$ cat src/rtl/freq_div_multi.sv
// Multi-channel programmable clock-enable divider with square-wave outputs,
// plus a free-running counter whose scan tap drives the display multiplexer.
module freq_div_multi #(
  parameter int CNT_W    = 26,
  parameter int NCH      = 4,
  parameter int CH_W     = 2,
  parameter int DEF_DIV  = 40000000,
  parameter int SCAN_LSB = 16,
  parameter int SCAN_W   = 2
) (
  input  logic              clk,
  input  logic              rst,
  input  logic              en,
  input  logic              wr,
  input  logic [CH_W-1:0]   wr_ch,
  input  logic [CNT_W-1:0]  wr_div,
  output logic [NCH-1:0]    pend,
  output logic [NCH-1:0]    tick,
  output logic [NCH-1:0]    clk_out,
  output logic [CNT_W-1:0]  free_cnt,
  output logic [SCAN_W-1:0] scan
);

  localparam logic [CNT_W-1:0] DEF_DIV_V = CNT_W'(DEF_DIV);
  localparam logic [CNT_W-1:0] ONE_V     = CNT_W'(1);

  logic [CNT_W-1:0] free_cnt_q, free_cnt_d;

  assign free_cnt_d = free_cnt_q + ONE_V;

  always_ff @(posedge clk) begin
    if (rst) begin
      free_cnt_q <= '0;
    end else begin
      free_cnt_q <= free_cnt_d;
    end
  end

  assign free_cnt = free_cnt_q;
  assign scan     = free_cnt_q[SCAN_LSB +: SCAN_W];

  for (genvar gi = 0; gi < NCH; gi++) begin : g_ch
    logic [CNT_W-1:0] cnt_q, cnt_d;
    logic [CNT_W-1:0] div_q, div_d;
    logic [CNT_W-1:0] shadow_q, shadow_d;
    logic             pend_q, pend_d;
    logic             tick_q, tick_d;
    logic             clk_q, clk_d;
    logic [CNT_W-1:0] last_cnt;
    logic             wr_hit;
    logic             term;

    // Channel indices >= NCH have no matching generate block, so such writes fall away.
    assign wr_hit   = wr && (wr_ch == CH_W'(gi));
    // A ratio of 0 behaves as 1, so the last count value is 0 in both cases.
    assign last_cnt = (div_q == '0) ? '0 : (div_q - ONE_V);
    // ">=" also catches a counter stranded above a freshly loaded smaller ratio.
    assign term     = (cnt_q >= last_cnt);

    always_comb begin
      cnt_d    = cnt_q;
      div_d    = div_q;
      shadow_d = shadow_q;
      pend_d   = pend_q;
      tick_d   = 1'b0;
      clk_d    = clk_q;
      if (en && term) begin
        cnt_d  = '0;
        tick_d = 1'b1;
        clk_d  = ~clk_q;
        if (wr_hit) begin
          div_d  = wr_div;
          pend_d = 1'b0;
        end else if (pend_q) begin
          div_d  = shadow_q;
          pend_d = 1'b0;
        end
      end else begin
        if (en) begin
          cnt_d = cnt_q + ONE_V;
        end
        // Last write wins while a ratio is still waiting for the period boundary.
        if (wr_hit) begin
          shadow_d = wr_div;
          pend_d   = 1'b1;
        end
      end
    end

    always_ff @(posedge clk) begin
      if (rst) begin
        cnt_q    <= '0;
        div_q    <= DEF_DIV_V;
        shadow_q <= DEF_DIV_V;
        pend_q   <= 1'b0;
        tick_q   <= 1'b0;
        clk_q    <= 1'b0;
      end else begin
        cnt_q    <= cnt_d;
        div_q    <= div_d;
        shadow_q <= shadow_d;
        pend_q   <= pend_d;
        tick_q   <= tick_d;
        clk_q    <= clk_d;
      end
    end

    assign pend[gi]    = pend_q;
    assign tick[gi]    = tick_q;
    assign clk_out[gi] = clk_q;
  end

endmodule

$ cat config.mk
export PLATFORM = sky130hd
export DESIGN_NAME = freq_div_multi
export DESIGN_NICKNAME = d
export VERILOG_FILES = /design/src/rtl/freq_div_multi.sv
export SDC_FILE = /design/constraint.sdc
export NUM_CORES = 1
export LEC_CHECK = 0
export CAP_MARGIN = 25
export CORE_MARGIN = 1
export CORE_UTILIZATION = 45
export CTS_BUF_LIST = sky130_fd_sc_hd__clkbuf_4
export DETAILED_ROUTE_END_ITERATION = 10
export MAX_ROUTING_LAYER = met4
export PLACE_DENSITY_LB_ADDON = 0.12
export SLEW_MARGIN = 10
export SYNTH_ARGS = -nofsm -noshare
export SYNTH_HDL_FRONTEND = slang
export SYNTH_SLANG_ARGS = --single-unit
$ cat constraint.sdc
create_clock -name clk -period 6.4 [get_ports clk]
set_input_delay 1.28 -clock clk [delete_from_list [all_inputs] [get_ports clk]]
set_output_delay 1.28 -clock clk [all_outputs]
set_load 0.02 [all_outputs]
==> insert_results.sql, run 1 <==
INSERT INTO impl_metrics (metric_group, metric, value, unit) VALUES
('final_layout', 'layout_commonest_cell', 'nor2_1', ''),
('clock_network', 'clock_tree.htree_level_count', '3', ''),
('clock_network', 'tritoncts_clock_tree', 'done', ''),
('critical_path', 'r2r_end', 'g_ch[3].div_q[20]$_SDFFE_PP0P_', ''),
('synthesis', 'synthFlopType', 'dfxtp_1', ''),
('power_and_ir_drop', 'share_seq_of_total_power', '0.478', ''),
('die', 'design.core.area', '0.0434', 'mm2'),
('power_and_ir_drop', 'power.static_leakage', '9.89', 'nW'),
('sta', 'setup_slack', '1.14', 'ns'),
('drt', 'detail_route.wirelength', '48600', 'um'),
('synthesis', 'synth.yosys.seq_area_share', '0.352', ''),
('clock_network', 'cts_max_path_buffers', '3', ''),
('clock_network', 'number_of_clock_buffers_inserted_by_tritoncts', '100', ''),
('worst_hold_path', 'worstHoldPathType', 'reg -> reg', ''),
('critical_path', 'worstPathMaxFanout', '24', ''),
('final_layout', 'area_taken_by_multi_input_logic_gates', '0.0123', 'mm2'),
('sta', 'final.period_utilization', '0.823', ''),
('sta', 'finClkSkew', '0.0404', 'ns'),
('critical_path', 'cpLargestDelayFamily', 'simple AND/OR/NAND/NOR gates', ''),
('placement', 'detailed_place_hpwl', '34600', 'um'),
('power_and_ir_drop', 'share_comb_of_total_power', '0.058', ''),
('critical_path', 'timing.critical_path.arrival', '5.93', 'ns'),
('final_layout', 'area.growth.synth_to_final', '11.8', '%'),
('job', 'max-cap-violations', '0', ''),
('die', 'rows', '76', ''),
('critical_path', 'worst_path_cell_chain', 'inv_1, ha_1, or4b_2, nor2_1, and3_1, nand3b_1, and2_1, ha_1, nand2b_1, a21o_1, a21oi_1, a21boi_0, o31ai_4, buf_8, mux2_2', ''),
('critical_path', 'worst_stage_delay_on_the_critical_path', '0.66', 'ns'),
('global_route', 'grt.total_usage', '0.226', ''),
('critical_path', 'crit_path_end_kind', 'register', ''),
('synthesis', 'synth_seq_cells', '350', ''),
('placement', 'detailed_place.area', '0.0209', 'mm2'),
('synthesis', 'syn-instance-count', '2264', ''),
('worst_hold_path', 'hold-path-cell-count', '2', ''),
('final_layout', 'final_design_area_no_fill', '0.0223', 'mm2'),
('final_layout', 'fillCellCount', '4220', ''),
('placement', 'routability_congestion_estimate_from_global_placement', '0.873', ''),
('placement', 'io_buffer_count', '71', ''),
('global_route', 'global_route_wire_length_before_repair', '79000', 'um'),
('synthesis', 'synthesis.yosys.warnings', '0', ''),
('synthesis', 'syn-num-nets', '2409', ''),
('run_status', 'status', 'finished, final reports clean', ''),
('clock_network', 'worst_setup_hold_path_clk_slew', '0.06', 'ns'),
('placement', 'pre_cts_slack', '1.18', 'ns'),
('sta', 'final_hold_viol_count', '0', ''),
('sta', 'min_period', '5.26', 'ns'),
('synthesis', 'edff_count_synth', '0', ''),
('synthesis', 'synth_cell_type_count', '67', ''),
('global_route', 'first_global_vias', '15600', ''),
('die', 'dieArea', '0.0451', 'mm2'),
('drt', 'postRouteAntennaNets', '0', ''),
('die', 'die_width', '212', 'um'),
('sta', 'tns', '0', 'ns'),
('clock_network', 'number_of_setup_buffers_added_after_cts', '0', ''),
('final_layout', 'final_nets', '2483', ''),
('clock_network', 'post_cts_hold_buffer_count', '0', ''),
('drt', 'first_iter_violations', '797', ''),
('final_layout', 'final_core_util', '0.514', ''),
('clock_network', 'clkSinkCount', '350', ''),
('drt', 'drc', '0', ''),
('global_route', 'grt_max_degree', '201', ''),
('sta', 'max-slew-margin-rel', '0.300', ''),
('sta', 'fmaxAchievable', '190', 'MHz'),
('drt', 'drt_pre_antenna_iters', '5', ''),
('final_layout', 'post_route_cells_drive_above_1_share', '0.117', ''),
('critical_path', 'critical_path.n_buffers_inverters', '2', ''),
('clock_network', 'cts_repair_resize_count', '0', ''),
('power_and_ir_drop', 'power_report.internal_total', '3.51', 'mW'),
('critical_path', 'path_common_cell', 'ha_1', ''),
('placement', 'post-place-cells', '2820', ''),
('critical_path', 'timing.critical_path.required', '7.06', 'ns'),
('die', 'num_io_pins', '72', '');
-- power by group through the flow --
| stage | sequential (mW) | clock [mW] | combinational, mW |
|---|---|---|---|
| after global routing | 2.23 | 2.37 | 0.292 |
| final | 2.23 | 2.16 | 0.272 |
| after floorplan | 2.28 | 0 | 0.172 |
| after detailed placement | 2.28 | 0 | 0.272 |
| after global placement | 2.28 | 0 | 0.269 |
| after CTS | 2.23 | 2.24 | 0.273 |
-- synth_stat cells (49+ instances only) --
master,count,area [um2]
nor2b_1,70,438
mux2_2,78,878
a21oi_1,49,245
dfxtp_1,350,7010
xnor2_1,71,622
mux2i_1,217,2170
clkbuf_1,61,229
nor3_1,66,330
nand3_1,54,270
ha_1,113,1410
nand2_1,192,721
xor2_1,127,1110
nand2b_1,104,651
nor2_1,364,1370
-- worst min-delay path, cell delays in order (launching register included) --
cell,delay (ns)
dfxtp_1,0.31
nand2b_1,0.06
mux2i_1,0.05
-- worst max path at each step --
stage | start | end | cells after the start
after floorplan | g_ch[3].div_q[0]$_SDFFE_PP0P_ | g_ch[3].div_q[10]$_SDFFE_PP0P_ | 17
after global placement | g_ch[3].div_q[0]$_SDFFE_PP0P_ | g_ch[3].div_q[9]$_SDFFE_PP1P_ | 15
after detailed placement | g_ch[3].div_q[0]$_SDFFE_PP0P_ | g_ch[3].div_q[19]$_SDFFE_PP0P_ | 15
after CTS | g_ch[3].div_q[0]$_SDFFE_PP0P_ | g_ch[3].div_q[19]$_SDFFE_PP0P_ | 15
after global routing | g_ch[3].div_q[0]$_SDFFE_PP0P_ | g_ch[3].cnt_q[22]$_SDFFE_PP0P_ | 14
final | g_ch[3].div_q[0]$_SDFFE_PP0P_ | g_ch[3].div_q[20]$_SDFFE_PP0P_ | 15
-- sequential cells by signal, indices dropped and copies added (netlist names) --
name           count
g_ch.shadow_q    104
g_ch.tick_q        4
g_ch.clk_q         4
g_ch.cnt_q       104
free_cnt          26
g_ch.div_q       104
g_ch.pend_q        4
-- logic make-up after synthesis --
family                   count (synthesis)  share of synthesized area
AO/OA/AOI/OAI                          156                     0.0535
adder cells (fa/ha/maj)                113                     0.0710
buffers and inverters                  140                     0.0345
AND/OR/NAND/NOR                       1012                      0.249
XOR/XNOR                               198                     0.0870
flip-flops                             350                      0.352
multiplexers                           295                      0.153
-- layout make-up --
type / instances / share of cell area
Multi-Input combinational cell: 1774 / 0.550
Inverter: 23 / 0.00388
Clock buffer: 153 / 0.0516
Tap cell: 585 / 0.0329
Clock inverter: 24 / 0.00781
Sequential cell: 350 / 0.315
Antenna cell: 1 / 0.000112
Timing Repair Buffer: 89 / 0.0391
-- routing by layer --
layer,track usage,up-vias,part of all wire
met4,0.0722,0,0.018
met5,-,-,0
met1,0.295,7531,0.49
li1,-,8008,-
met2,0.353,243,0.46
met3,0.0415,62,0.040
Note: power is estimated with default switching activity, not from simulation.
==> run 2: changes to the inputs <==
- clock period: 6.4 -> 4.5 ns (I/O delays scaled with it)
==> run 2 against run 1 <==
Compared with the run above:
- die area stayed put
- fmax increased by 24%
- global-route usage grew 0.14 points
- largest cell class unchanged
- highest routed layer unchanged
- critical endpoint is now g_ch[1].div_q[21]$_SDFFE_PP1P_
==> insert_results.sql, run 2 (same netlist as run 1, synthesis figures left out) <==
INSERT INTO impl_metrics (metric_group, metric, value, unit) VALUES
('critical_path', 'r2r_end', 'g_ch[1].div_q[21]$_SDFFE_PP1P_', ''),
('die', 'num_io_pins', '72', ''),
('placement', 'io_buffer_count', '71', ''),
('sta', 'final.period_utilization', '0.942', ''),
('worst_hold_path', 'timing.hold.worst_endpoint', 'g_ch[3].shadow_q[13]$_SDFFE_PP0P_', ''),
('global_route', 'grt.total_usage', '0.228', ''),
('die', 'dieArea', '0.0451', 'mm2'),
('critical_path', 'criticalPathCategory', 'reg -> reg', ''),
('placement', 'detailed_place_hpwl', '35000', 'um'),
('final_layout', 'final_design_area_no_fill', '0.0225', 'mm2'),
('die', 'rows', '76', ''),
('die', 'design.core.area', '0.0434', 'mm2'),
('sta', 'max_slew.worst_pin.slew', '0.867', 'ns'),
('final_layout', 'final_cell_mix', 'nor2_1, dfxtp_1, mux2i_1', ''),
('critical_path', 'cpLargestDelayFamily', 'simple AND/OR/NAND/NOR gates', ''),
('critical_path', 'timing.critical_path.arrival', '4.93', 'ns'),
('drt', 'route.detailed.wl_per_inst', '16.3', 'um'),
('clock_network', 'clk_root_buffer_cell', 'clkbuf_4', ''),
('die', 'die_width', '212', 'um'),
('critical_path', 'crit_path_end_kind', 'register', ''),
('critical_path', 'worst_path_cell_chain', 'or4_4, nor3_4, nand2_1, nor4_1, xor2_1, nand2_1, ha_1, a211oi_1, nor2_1, or3_1, o311a_1, buf_4, nor2_4, mux2i_1', ''),
('final_layout', 'stdcell_count', '3013', ''),
('final_layout', 'final_core_util', '0.518', ''),
('clock_network', 'cts_max_path_buffers', '3', ''),
('die', 'floorplan.die.height', '212', 'um'),
('power_and_ir_drop', 'ir_worst_vdd', '0.196', 'mV'),
('job', 'max-cap-violations', '0', ''),
('sta', 'final_hold_viol_count', '0', ''),
('critical_path', 'depth_of_the_worst_register_to_register_path', '14', ''),
('sta', 'finClkSkew', '0.0617', 'ns'),
('sta', 'finalSetupViolations', '0', ''),
('critical_path', 'timing.critical_path.from_type', 'register', ''),
('critical_path', 'critical_path.n_buffers_inverters', '1', ''),
('drt', 'drc', '0', ''),
('die', 'initial_core_util', '0.460', ''),
('clock_network', 'number_of_clock_buffers_inserted_by_tritoncts', '98', ''),
('global_route', 'globalRoute.totalOverflow', '0', ''),
('critical_path', 'timing.critical_path.required', '5.19', 'ns'),
('drt', 'postRouteAntennaNets', '0', ''),
('final_layout', 'area.growth.synth_to_final', '12.7', '%'),
('sta', 'setup_slack', '0.263', 'ns'),
('drt', 'total_number_of_vias', '16000', ''),
('critical_path', 'worstPathMaxFanout', '19', ''),
('clock_network', 'worst_setup_hold_path_clk_slew', '0.06', 'ns'),
('final_layout', 'reg.largest.list', 'g_ch.cnt_q (104), g_ch.div_q (104), g_ch.shadow_q (104)', ''),
('final_layout', 'post_route_cells_drive_above_1_share', '0.126', ''),
('global_route', 'grt_max_degree', '127', ''),
('drt', 'vias_per_cell', '5.32', ''),
('critical_path', 'critPathSlowestCell', 'or4_4', ''),
('final_layout', 'layout_commonest_cell', 'nor2_1', ''),
('power_and_ir_drop', 'powerDensity', '289', 'mW/mm2'),
('worst_hold_path', 'hold-path-cell-count', '2', ''),
('critical_path', 'worst_stage_delay_on_the_critical_path', '0.58', 'ns'),
('clock_network', 'post_cts_hold_buffer_count', '0', ''),
('power_and_ir_drop', 'total_power', '6.48', 'mW'),
('critical_path', 'path_common_cell', 'nand2_1', ''),
('drt', 'drt_pre_antenna_iters', '5', ''),
('global_route', 'global_route_wire_length_before_repair', '79500', 'um'),
('placement', 'routability_congestion_estimate_from_global_placement', '0.832', ''),
('critical_path', 'regToRegStartpoint', 'g_ch[1].div_q[2]$_SDFFE_PP0P_', ''),
('clock_network', 'tritoncts_clock_tree', 'done', ''),
('power_and_ir_drop', 'power.static_leakage', '9.99', 'nW'),
('clock_network', 'clock_tree.htree_level_count', '3', ''),
('drt', 'first_iter_violations', '810', ''),
('global_route', 'first_global_vias', '15700', ''),
('worst_hold_path', 'worstHoldPathType', 'reg -> reg', ''),
('sta', 'max-slew-margin-rel', '0.417', ''),
('sta', 'fmaxAchievable', '236', 'MHz'),
('clock_network', 'clkSinkCount', '350', ''),
('drt', 'detail_route.wirelength', '49100', 'um'),
('sta', 'drv_slew', '0', ''),
('placement', 'post-place-cells', '2844', ''),
('run_status', 'status', 'finished, final reports clean', ''),
('final_layout', 'final_nets', '2506', ''),
('critical_path', 'reg2reg_slack', '0.26', 'ns'),
('global_route', 'antenna_violations_before_repair', '2', ''),
('placement', 'pre_cts_slack', '0.142', 'ns'),
('clock_network', 'clk_lat_worst_skew', '0.82', 'ns'),
('sta', 'hold_ws', '0.474', 'ns'),
('worst_hold_path', 'worst_hold_startpoint', 'g_ch[3].shadow_q[13]$_SDFFE_PP0P_', ''),
('placement', 'detailed_place.area', '0.0212', 'mm2'),
('sta', 'min_period', '4.24', 'ns'),
('final_layout', 'fillCellCount', '4184', ''),
('sta', 'tns', '0', 'ns');
[run 2: cell types whose count changed in the layout (fill, tap and decap cells not counted), sizes merged]
cell           change
buf               +26
clkbuf             -9
clkinv             -7
diode              +3
inv                +2
bufinv             -1
clkdlybuf4s18      -1
clkinvlp           +1
[run 2: worst min-delay path, cell delays in order (launching register included)]
cell and delay [ns]:
dfxtp_1 0.31, nand2b_1 0.06, mux2i_1 0.05
[run 2: cell type report]
type / count / area, um2 / area share
multi-input combinational: 1774 / 12300 / 0.547
inverter: 23 / 86.3 / 0.00384
tap: 585 / 732 / 0.0326
sequential: 350 / 7010 / 0.312
clock inverter: 19 / 130 / 0.00579
antenna: 4 / 10.0 / 0.000446
timing repair buffer: 114 / 1130 / 0.0505
clock buffer: 144 / 1080 / 0.0481
[run 2: per-layer routing]
| metal | vias to the layer above | part of all wire | GRT usage |
|---|---|---|---|
| met1 | 7601 | 0.47 | 0.292 |
| li1 | 8022 | - | - |
| met2 | 314 | 0.46 | 0.359 |
| met5 | - | 0 | - |
| met3 | 81 | 0.054 | 0.0462 |
| met4 | 0 | 0.021 | 0.0702 |
[run 2: power breakdown]
part | total, mW | internal [mW] | leakage [nW] | switching, mW
logic | 0.402 | 0.156 | 6.44 | 0.246
clock network | 2.91 | 1.56 | 0.726 | 1.35
registers | 3.17 | 3.14 | 2.83 | 0.0304
total | 6.48 | 4.86 | 9.99 | 1.63
[run 2: worst max-delay path by stage]
stage               slack [ns]                     startpoint  depth (start not counted)                        endpoint
floorplan                 0.36  g_ch[3].div_q[0]$_SDFFE_PP0P_                         17  g_ch[3].div_q[10]$_SDFFE_PP0P_
global placement          0.22  g_ch[3].div_q[0]$_SDFFE_PP0P_                         16  g_ch[3].cnt_q[20]$_SDFFE_PP0P_
detailed placement        0.14  g_ch[3].div_q[0]$_SDFFE_PP0P_                         16  g_ch[3].cnt_q[16]$_SDFFE_PP0P_
CTS                       0.10  g_ch[3].div_q[0]$_SDFFE_PP0P_                         16  g_ch[3].cnt_q[20]$_SDFFE_PP0P_
global route             -0.02  g_ch[1].div_q[2]$_SDFFE_PP0P_                         14  g_ch[1].div_q[21]$_SDFFE_PP1P_
finish                    0.26  g_ch[1].div_q[2]$_SDFFE_PP0P_                         14  g_ch[1].div_q[21]$_SDFFE_PP1P_
[run 2: timing repair]
item	CTS	global route
buffers inserted	0	2
hold endpoints to repair	0	0
resized for setup	0	8
endpoints found under the setup margin	0	164
